--- src/rtl/tx_ctrl_pkg.sv ---
// Shared definitions for the serial transmit controller path.
// Holds the controller state encoding and the default frame parameters
// used by tx_arbiter, baud_gen and the receiver side.
package tx_ctrl_pkg;

  localparam int unsigned DEF_WIDTH    = 8;   // data bits per frame
  localparam int unsigned FRAME_BITS   = 10;  // start + 8 data + stop
  localparam int unsigned DEF_BAUD_DIV = 16;  // clk cycles per baud tick

  typedef enum logic [1:0] {
    ST_IDLE  = 2'd0,
    ST_START = 2'd1,
    ST_WAIT  = 2'd2,
    ST_DONE  = 2'd3
  } tx_state_e;

endpackage : tx_ctrl_pkg

--- src/rtl/baud_gen.sv ---
// Free-running baud enable generator.
// Counts 0..BAUD_DIV-1 continuously and emits a one-clk baud_en pulse
// while the count sits at BAUD_DIV-1, giving a pulse every BAUD_DIV clks.
// Ports:
//   clk     - system clock
//   rst_n   - async active-low reset (count returns to 0, baud_en low)
//   baud_en - registered one-clk enable pulse
module baud_gen
  import tx_ctrl_pkg::*;
#(
  parameter int unsigned BAUD_DIV = DEF_BAUD_DIV
) (
  input  logic clk,
  input  logic rst_n,
  output logic baud_en
);

  localparam int unsigned CNT_W = $clog2(BAUD_DIV);

  logic [CNT_W-1:0] cnt_q;
  logic [CNT_W-1:0] cnt_d;
  logic             en_d;

  // Next count; the pulse is set one clk early so the registered output
  // lines up with the cycle in which the count equals BAUD_DIV-1.
  always_comb begin
    cnt_d = cnt_q + CNT_W'(1);
    if (cnt_q == CNT_W'(BAUD_DIV - 1)) begin
      cnt_d = '0;
    end
    en_d = (cnt_q == CNT_W'(BAUD_DIV - 2));
  end

  always_ff @(posedge clk or negedge rst_n) begin
    if (!rst_n) begin
      cnt_q   <= '0;
      baud_en <= 1'b0;
    end else begin
      cnt_q   <= cnt_d;
      baud_en <= en_d;
    end
  end

endmodule : baud_gen

--- src/rtl/tx_arbiter.sv ---
// Round-robin controller sharing one serial transmitter among N requesters.
// Generates the transmitter baud enable, picks a winner, presents its byte
// with a held tx_start, follows tx_busy through the frame and returns a
// one-clk ack (plus err on a start timeout) to the granted requester.
// Ports:
//   clk, rst_n  - clock, async active-low reset
//   req         - per-requester request, held until ack
//   req_data    - requester i byte at [i*WIDTH +: WIDTH]
//   ack         - one-clk completion pulse, one-hot
//   err         - one-clk pulse with ack when tx_busy never rose
//   active_id   - current / last granted requester
//   tx_en       - baud enable to the transmitter
//   tx_start    - start request to the transmitter
//   tx_pi       - byte to the transmitter
//   tx_busy     - transmitter busy flag
module tx_arbiter
  import tx_ctrl_pkg::*;
#(
  parameter int unsigned N             = 4,
  parameter int unsigned WIDTH         = DEF_WIDTH,
  parameter int unsigned BAUD_DIV      = DEF_BAUD_DIV,
  parameter int unsigned START_TIMEOUT = 4
) (
  input  logic                   clk,
  input  logic                   rst_n,
  input  logic [N-1:0]           req,
  input  logic [N*WIDTH-1:0]     req_data,
  output logic [N-1:0]           ack,
  output logic                   err,
  output logic [$clog2(N)-1:0]   active_id,
  output logic                   tx_en,
  output logic                   tx_start,
  output logic [WIDTH-1:0]       tx_pi,
  input  logic                   tx_busy
);

  localparam int unsigned ID_W  = $clog2(N);
  localparam int unsigned TMO_W = $clog2(START_TIMEOUT + 1);

  tx_state_e        state_q;
  tx_state_e        state_d;
  logic [ID_W-1:0]  last_q;
  logic [ID_W-1:0]  last_d;
  logic [TMO_W-1:0] tmo_q;
  logic [TMO_W-1:0] tmo_d;

  logic [ID_W-1:0]  id_d;
  logic [WIDTH-1:0] pi_d;
  logic             start_d;
  logic [N-1:0]     ack_d;
  logic             err_d;

  logic             win_found;
  logic [ID_W-1:0]  win_id;
  logic [ID_W-1:0]  cand;
  logic [WIDTH-1:0] win_data;

  // Baud enable runs in every state, independent of the arbiter.
  baud_gen #(
    .BAUD_DIV (BAUD_DIV)
  ) u_baud_gen (
    .clk     (clk),
    .rst_n   (rst_n),
    .baud_en (tx_en)
  );

  // Round-robin search: first set req starting just after the last winner.
  always_comb begin : rr_select
    win_found = 1'b0;
    win_id    = '0;
    cand      = '0;
    for (int unsigned k = 1; k <= N; k++) begin
      cand = ID_W'((32'(last_q) + k) % N);
      if (!win_found && req[cand]) begin
        win_found = 1'b1;
        win_id    = cand;
      end
    end
  end

  // Winner's byte slice.
  always_comb begin : data_mux
    win_data = '0;
    for (int unsigned i = 0; i < N; i++) begin
      if (win_id == ID_W'(i)) begin
        win_data = req_data[i*WIDTH +: WIDTH];
      end
    end
  end

  // Next-state and registered-output values.
  always_comb begin : fsm_next
    state_d = state_q;
    last_d  = last_q;
    tmo_d   = tmo_q;
    id_d    = active_id;
    pi_d    = tx_pi;
    start_d = tx_start;
    ack_d   = '0;
    err_d   = 1'b0;

    unique case (state_q)
      ST_IDLE: begin
        // A transmitter still busy (e.g. mid-frame across our reset) blocks grants.
        if (win_found && !tx_busy) begin
          state_d = ST_START;
          id_d    = win_id;
          pi_d    = win_data;
          tmo_d   = '0;
          start_d = 1'b1;
        end
      end

      ST_START: begin
        if (tx_busy) begin
          state_d = ST_WAIT;
          start_d = 1'b0;
        end else if (tx_en) begin
          if (32'(tmo_q) + 32'd1 >= START_TIMEOUT) begin
            // Transmitter never accepted the byte: finish with an error.
            state_d = ST_DONE;
            start_d = 1'b0;
            ack_d   = N'(1) << active_id;
            err_d   = 1'b1;
          end else begin
            tmo_d = tmo_q + TMO_W'(1);
          end
        end
      end

      ST_WAIT: begin
        if (!tx_busy) begin
          state_d = ST_DONE;
          ack_d   = N'(1) << active_id;
        end
      end

      ST_DONE: begin
        last_d  = active_id;
        state_d = ST_IDLE;
      end

      default: begin
        state_d = ST_IDLE;
      end
    endcase
  end

  // State and output registers.
  always_ff @(posedge clk or negedge rst_n) begin
    if (!rst_n) begin
      state_q   <= ST_IDLE;
      last_q    <= ID_W'(N - 1);
      tmo_q     <= '0;
      active_id <= '0;
      tx_pi     <= '0;
      tx_start  <= 1'b0;
      ack       <= '0;
      err       <= 1'b0;
    end else begin
      state_q   <= state_d;
      last_q    <= last_d;
      tmo_q     <= tmo_d;
      active_id <= id_d;
      tx_pi     <= pi_d;
      tx_start  <= start_d;
      ack       <= ack_d;
      err       <= err_d;
    end
  end

endmodule : tx_arbiter

--- config.mk ---
export PLATFORM = sky130hd
export DESIGN_NAME = tx_arbiter
export DESIGN_NICKNAME = d
export VERILOG_FILES = /design/src/rtl/tx_ctrl_pkg.sv /design/src/rtl/baud_gen.sv /design/src/rtl/tx_arbiter.sv
export SDC_FILE = /design/constraint.sdc
export NUM_CORES = 1
export LEC_CHECK = 0
export BUFFER_PORTS_ARGS = -buffer_cell sky130_fd_sc_hd__buf_2
export CAP_MARGIN = 25
export CORE_AREA = 3 3 73 58
export CTS_BUF_LIST = sky130_fd_sc_hd__clkbuf_16
export DETAILED_ROUTE_END_ITERATION = 16
export DIE_AREA = 0 0 76 61
export HOLD_SLACK_MARGIN = 0.06
export MAX_ROUTING_LAYER = met4
export PLACE_DENSITY_LB_ADDON = 0.25
export SETUP_SLACK_MARGIN = 0.02
export SYNTH_ARGS = -nofsm -noshare
export SYNTH_HDL_FRONTEND = slang
export SYNTH_SLANG_ARGS = --single-unit
--- constraint.sdc ---
create_clock -name clk -period 1.8 [get_ports clk]
set_input_delay 0 -clock clk [delete_from_list [all_inputs] [get_ports clk]]
set_output_delay 0 -clock clk [all_outputs]
set_load 0.03 [all_outputs]
## Yosys cells after proc, flatten, opt, wreduce, memory -nomap -nowiden

Cells that the tools add are included.

| cells by class | value |
|---|---|
| div/mod/pow operators | 0 |
| bitwise logic cells | 0 |
| eq/ne operators | 15 |
| add/subtract/negate cells | 7 |
| muxes and demuxes | 46 |
| reduce and logical (&&, ||, !) cells | 15 |
| multiply operators | 0 |
| shift-type cells | 1 |
| $lt $le $gt $ge | 5 |

Operator list:

| operator | count |
|---|---|
| 8-bit two-way mux | 4 |
| 4-bit two-way mux | 5 |
| 2-bit two-way mux | 9 |
| 1-bit two-way mux | 16 |
| 2-bit by 3-bit < comparator with 1-bit output (second input constant) | 4 |
| 3-bit two-way mux | 4 |
| 1-bit binary-select mux with 2-bit select | 4 |
| 2-bit == test (second input constant) | 4 |
| 4-bit == test (second input constant) | 2 |
| 2-bit inequality test (second input constant) | 4 |
| 2-bit case mux with 4 select lines | 1 |
| 4-bit case mux with 2 select lines | 1 |
| 4-bit AND reduction | 2 |
| 3-bit case mux with 2 select lines | 1 |
| 5-bit AND reduction | 1 |
| 2-bit by 1-bit adder with 2-bit output (second input constant) | 2 |
| 2-bit adder (second input constant) | 2 |
| 3-bit by 1-bit adder with 4-bit output (second input constant) | 1 |
| 4-bit by 1-bit adder with 4-bit output (second input constant) | 1 |
| 2-bit by 1-bit == test with 1-bit output (second input constant) | 2 |
| 4-bit by 3-bit >= comparator with 1-bit output (second input constant) | 1 |
| 1-bit logical AND | 4 |
| 1-bit zero test | 4 |
| 2-bit zero test | 2 |
| 8 further kinds | 8 |

| storage, ports and cells | value |
|---|---|
| logic and storage cells | 99 |
| ROM bits | 0 |
| bits in latches | 0 |
| register bits | 28 |
| RAM bits | 0 |
| bits of input ports | 39 |
| output and inout bits | 17 |
| memories kept | 0 |

## Logic depth before layout (Yosys ltp)

| depth | value |
|---|---|
| depth in word-level cells | 18 |
| gate-level depth with buffers | 8 |
| mapped depth without buffers | 7 |

## Hierarchy

From an unflattened synthesis, not the netlist that was laid out.

| unflattened totals | value |
|---|---|
| cell total of the unflattened synthesis | 164 |
| area total of the unflattened synthesis | 1599.0 µm² |

By module, submodules not included:

| module | seq. area each (µm²) | cells an instance | area each (µm²) | times used |
|---|---|---|---|---|
| tx_arbiter | 578.1 | 149 | 1398.8 | 1 |
| baud_gen | 125.1 | 15 | 200.2 | 1 |

## Worst setup path before layout

Ideal clock, no wire load.

| timing path | value |
|---|---|
| path kind | register -> register |
| from | reg state_q[0] |
| to | reg state_q[1] |
| arrival | 1631 ps |
| required time | 1675 ps |
| period minus slack after synthesis | 1756 ps |
| cell stages (with the launch flop) | 8 |
| library setup time | 125 ps |
| buffers on the path | 1 |
| path slack | 44 ps |
| cells stage by stage | dfrtp_1 inv_1 ha_1 clkbuf_1 nor3b_1 nand2b_1 o22ai_1 mux2_2 |

| between the ends | value |
|---|---|
| cells in the longest elaborated chain, start to end | 3 |
| elaborated cells between the ends (all ways) | 10 |
| classes of those cells | eq/ne (7); mux (1); reduce/logical (2) |

Ends and longest elaborated chain:

| item | line | RTL |
|---|---|---|
| from (decl) | tx_arbiter.sv:40 | `tx_state_e state_q;` |
| from (signal assigned) | tx_arbiter.sv:161 | `state_q <= state_d;` |
| 2-bit by 1-bit == test with 1-bit output (tied with other cells) | tx_arbiter.sv:102 | `unique case (state_q)` |
| 3-bit by 2-bit inequality test with 1-bit output (no line) (tied with other cells) | -- |  |
| 4-bit AND reduction (no line) | -- |  |

Parallel ways exist; a longest one is shown, timed or not.
A chain may end at the register's enable or synchronous reset.

## Final worst setup path

| timing path | value |
|---|---|
| from | reg tmo_q[0] |
| to | reg state_q[0] |

| between the ends | value |
|---|---|
| cells in the longest elaborated chain, start to end | 4 |

Ends and longest elaborated chain:

| item | line | RTL |
|---|---|---|
| from (decl) | tx_arbiter.sv:44 | `logic [TMO_W-1:0] tmo_q;` |
| from (signal assigned) | tx_arbiter.sv:163 | `tmo_q <= tmo_d;` |
| 3-bit by 1-bit adder with 4-bit output | tx_arbiter.sv:119 | `if (32'(tmo_q) + 32'd1 >= START_TIMEOUT) begin` |
| 4-bit by 3-bit >= comparator with 1-bit output | tx_arbiter.sv:119 |  |
| 3-bit inequality test (no line) | -- |  |
| 4-bit AND reduction (no line) | -- |  |

No other way between the ends.

==> impl_metrics.yaml <==
outcome:
  status: "complete, no violations"
timing:
  slew_headroom_pct: 58.0
  setup_viol: 0
  clock_skew_ns: 0.00116
  finalCriticalPeriod_ns: 1.76
  rsz0062_at_grt: "true"
  tightest_slew_ns: 0.630
  hold_viol_final: 0
  finalWorstSetupSlack_ns: 0.0437
  fin_crit_sh_pct: 97.6
  finalMaxSlewViolations: 0
  whs_ns: 0.0631
  fmax_mhz: 569
layout:
  seq_area_um2: 703
  drive_gt1_share_pct: 41.0
  nFillCells: 309
  areaGrowthSynthToFinish_pct: 37.1
  n_antenna_cell: 0
  multi_input_area_um2: 833
  layout.nets: 259
critical_path:
  crit_type: "reg2reg"
  critPathLaunchType: "register"
  worstPathMaxFanout: 4
  worstPathArrival_ns: 1.89
  endpoint_kind: "register"
  critPathRequiredTime_ns: 1.93
floorplan:
  core_region_area_um2: 3590
  start_util_pct: 43.0
  chipWidth_um: 76
  die_y_um: 61
  die_area_um2: 4640
  ioPinCount: 56
  rows: 19
routing:
  ant_nets: 0
  drc: 0
  wirelength_um: 3730
  viasPerCell: 5.19
  avgRoutedWirePerCell_um: 14.1
  drt-initial-drc-count: 71
  dr_total_vias: 1369
  drt-pass1-iter-count: 4
job:
  cap_violations: 0
synth:
  syn_nets: 191
  synth_area_leaders: "dfrtp_1 (42%), mux2i_1 (12%), ha_1 (5.7%)"
  synth_top_cell_by_area: "dfrtp_1"
  yosysTopAreaCellShare_pct: 42.2
  syn_area_per_cell_um2: 10.6
  yosysSeqAreaShare_pct: 45.6
  ys_ff_latch: 28
  yosys_warnings: 0
  synthCells: 145
  synthDistinctLibCells: 35
  synth_area_um2: 1540
place:
  hpwl_um: 2720
  io_buffers: 55
  gp_congestion: 0.780
  place_ws_ns: -0.109
cts:
  clk_pin_slew_ns: 0.07
  cts_buffers: 3
  cts.sinks: 28
  cts_tree: "yes"
  root_buffer: "clkbuf_16"
  insertion_delay_ns: 0.26
  htreeDepth: 1
  clock_path_buffers: 2
grt:
  antenna_found_initial: 0
  overflow: 0
  grt_pass1_vias: 1272
  grt_max_degree: 29
  grt_pass1_wl_um: 5700
  gr-usage-all-layers_pct: 15.9
pwr:
  powerDensity_nw_per_um2: 1410
  ir_worst_vdd_v: 0.000600
  p_leak_uw: 0.00106
min_path:
  hold_path.class: "in2reg"
[worst paths after layout]
path / startpoint / end / slack [ns] / cells after the start
worst max-delay path: tmo_q[0] / state_q[0] / 0.04 / 6
worst min-delay path: req_data[12] / tx_pi[4] / 0.06 / 3
worst max register to register: tmo_q[0] / state_q[0] / 0.04 / 6
worst min register to register: tx_pi[2] / tx_pi[2] / 0.49 / 2
max in group asynchronous: rst_n / tx_pi[3] / 1.10 / 2
min in group asynchronous: rst_n / ack[3] / 0.29 / 2
[sequential cells by signal, summed over array words and instances, names as in the netlist]
| name | cells |
|---|---|
| active_id | 2 |
| err | 1 |
| ack | 4 |
| state_q | 2 |
| tx_start | 1 |
| u_baud_gen.cnt_q | 4 |
| tx_pi | 8 |
| last_q | 2 |
| u_baud_gen.baud_en | 1 |
| tmo_q | 3 |
[per-layer routing]
| metal | global-route usage, % | share of wire (%) | vias up |
|---|---|---|---|
| met1 | 18.4 | 40 | 676 |
| met5 | - | 0 | - |
| met4 | 5.43 | 1.7 | 0 |
| met2 | 27.4 | 53 | 35 |
| li1 | - | - | 648 |
| met3 | 4.30 | 5.1 | 10 |
[cell usage in the layout, fill, tap and decap left out, drive strengths merged, types with 3 or more instances in the layout]
master | netlist | routed
nor2b | 3 | 3
nand2 | 16 | 16
ha | 7 | 7
mux2 | 4 | 4
nand2b | 3 | 3
nor2 | 7 | 7
buf | 3 | 62
o221ai | 8 | 8
dlygate4sd3 | 0 | 6
clkbuf | 2 | 3
mux2i | 18 | 18
and2 | 4 | 4
dfrtp | 26 | 26
inv | 9 | 9
o21ai | 7 | 7
a21oi | 8 | 8
[Yosys cell counts (all sizes together)]
library cell,n
a211oi,1
dfstp,2
o21ai,7
inv,9
a21oi,8
mux2i,18
nand4bb,1
nand2,16
nand3,2
nand2b,3
buf,3
o22ai,1
ha,7
nor4b,1
nor2,7
o31ai,2
clkbuf,2
or2,1
xor2,1
nor4,1
o221ai,8
nor3b,2
nor2b,3
and2,4
mux2,4
o211a,1
nor3,1
a31oi,2
dfrtp,26
and3,1
[cell families after synthesis]
group / share of synthesized area [%]
AND/OR/NAND/NOR: 14.5
AO/OA/AOI/OAI: 14.0
flip-flops: 45.6
multiplexers: 14.6
buffers and inverters: 5.03
adder cells (fa/ha/maj): 5.68
XOR/XNOR: 0.568
[timing repair]
action | 4_1_cts | 5_1_grt
hold endpoints to repair | 29 | 0
gates resized for setup | 3 | 12
cloned | 0 | 0
setup endpoints to repair | 12 | 16
pin swaps | 2 | 8
setup buffers | 1 | 3
hold buffers | 6 | 0
[per-stage QoR]
stage | cell area [µm²] | total power, µW | util (%) | cells | setup TNS, ns
after floorplan | 1540 | 1960 | - | 145 | 0
after CTS | 2030 | 2880 | 56.7 | 261 | 0
after detailed placement | 1860 | 2310 | 51.9 | 250 | -0.556
final | 2110 | 2980 | 58.9 | 264 | 0
after global placement | 1860 | 2250 | 51.9 | 250 | -0.0174
after global routing | 2110 | 3180 | 58.9 | 264 | -0.0270
[layout make-up]
| class | count | share of cell area, % |
|---|---|---|
| Multi-Input combinational cell | 103 | 39.4 |
| Sequential cell | 28 | 33.3 |
| Timing Repair Buffer | 68 | 18.9 |
| Clock buffer | 3 | 3.55 |
| Tap cell | 52 | 3.08 |
| Inverter | 9 | 1.60 |
| Clock inverter | 1 | 0.178 |
[critical path: stages (launching register included)]
cell	delay, ns
dfrtp_1	0.41
ha_2	0.19
and2_4	0.17
a211oi_4	0.31
o22ai_2	0.17
o31ai_1	0.26
o31ai_1	0.12
[where the power goes]
part	switching, µW	internal (µW)
combinational	853	634
sequential	153	836
clock	206	298
total	1210	1770
No activity file was read; power rests on OpenSTA's default activity.
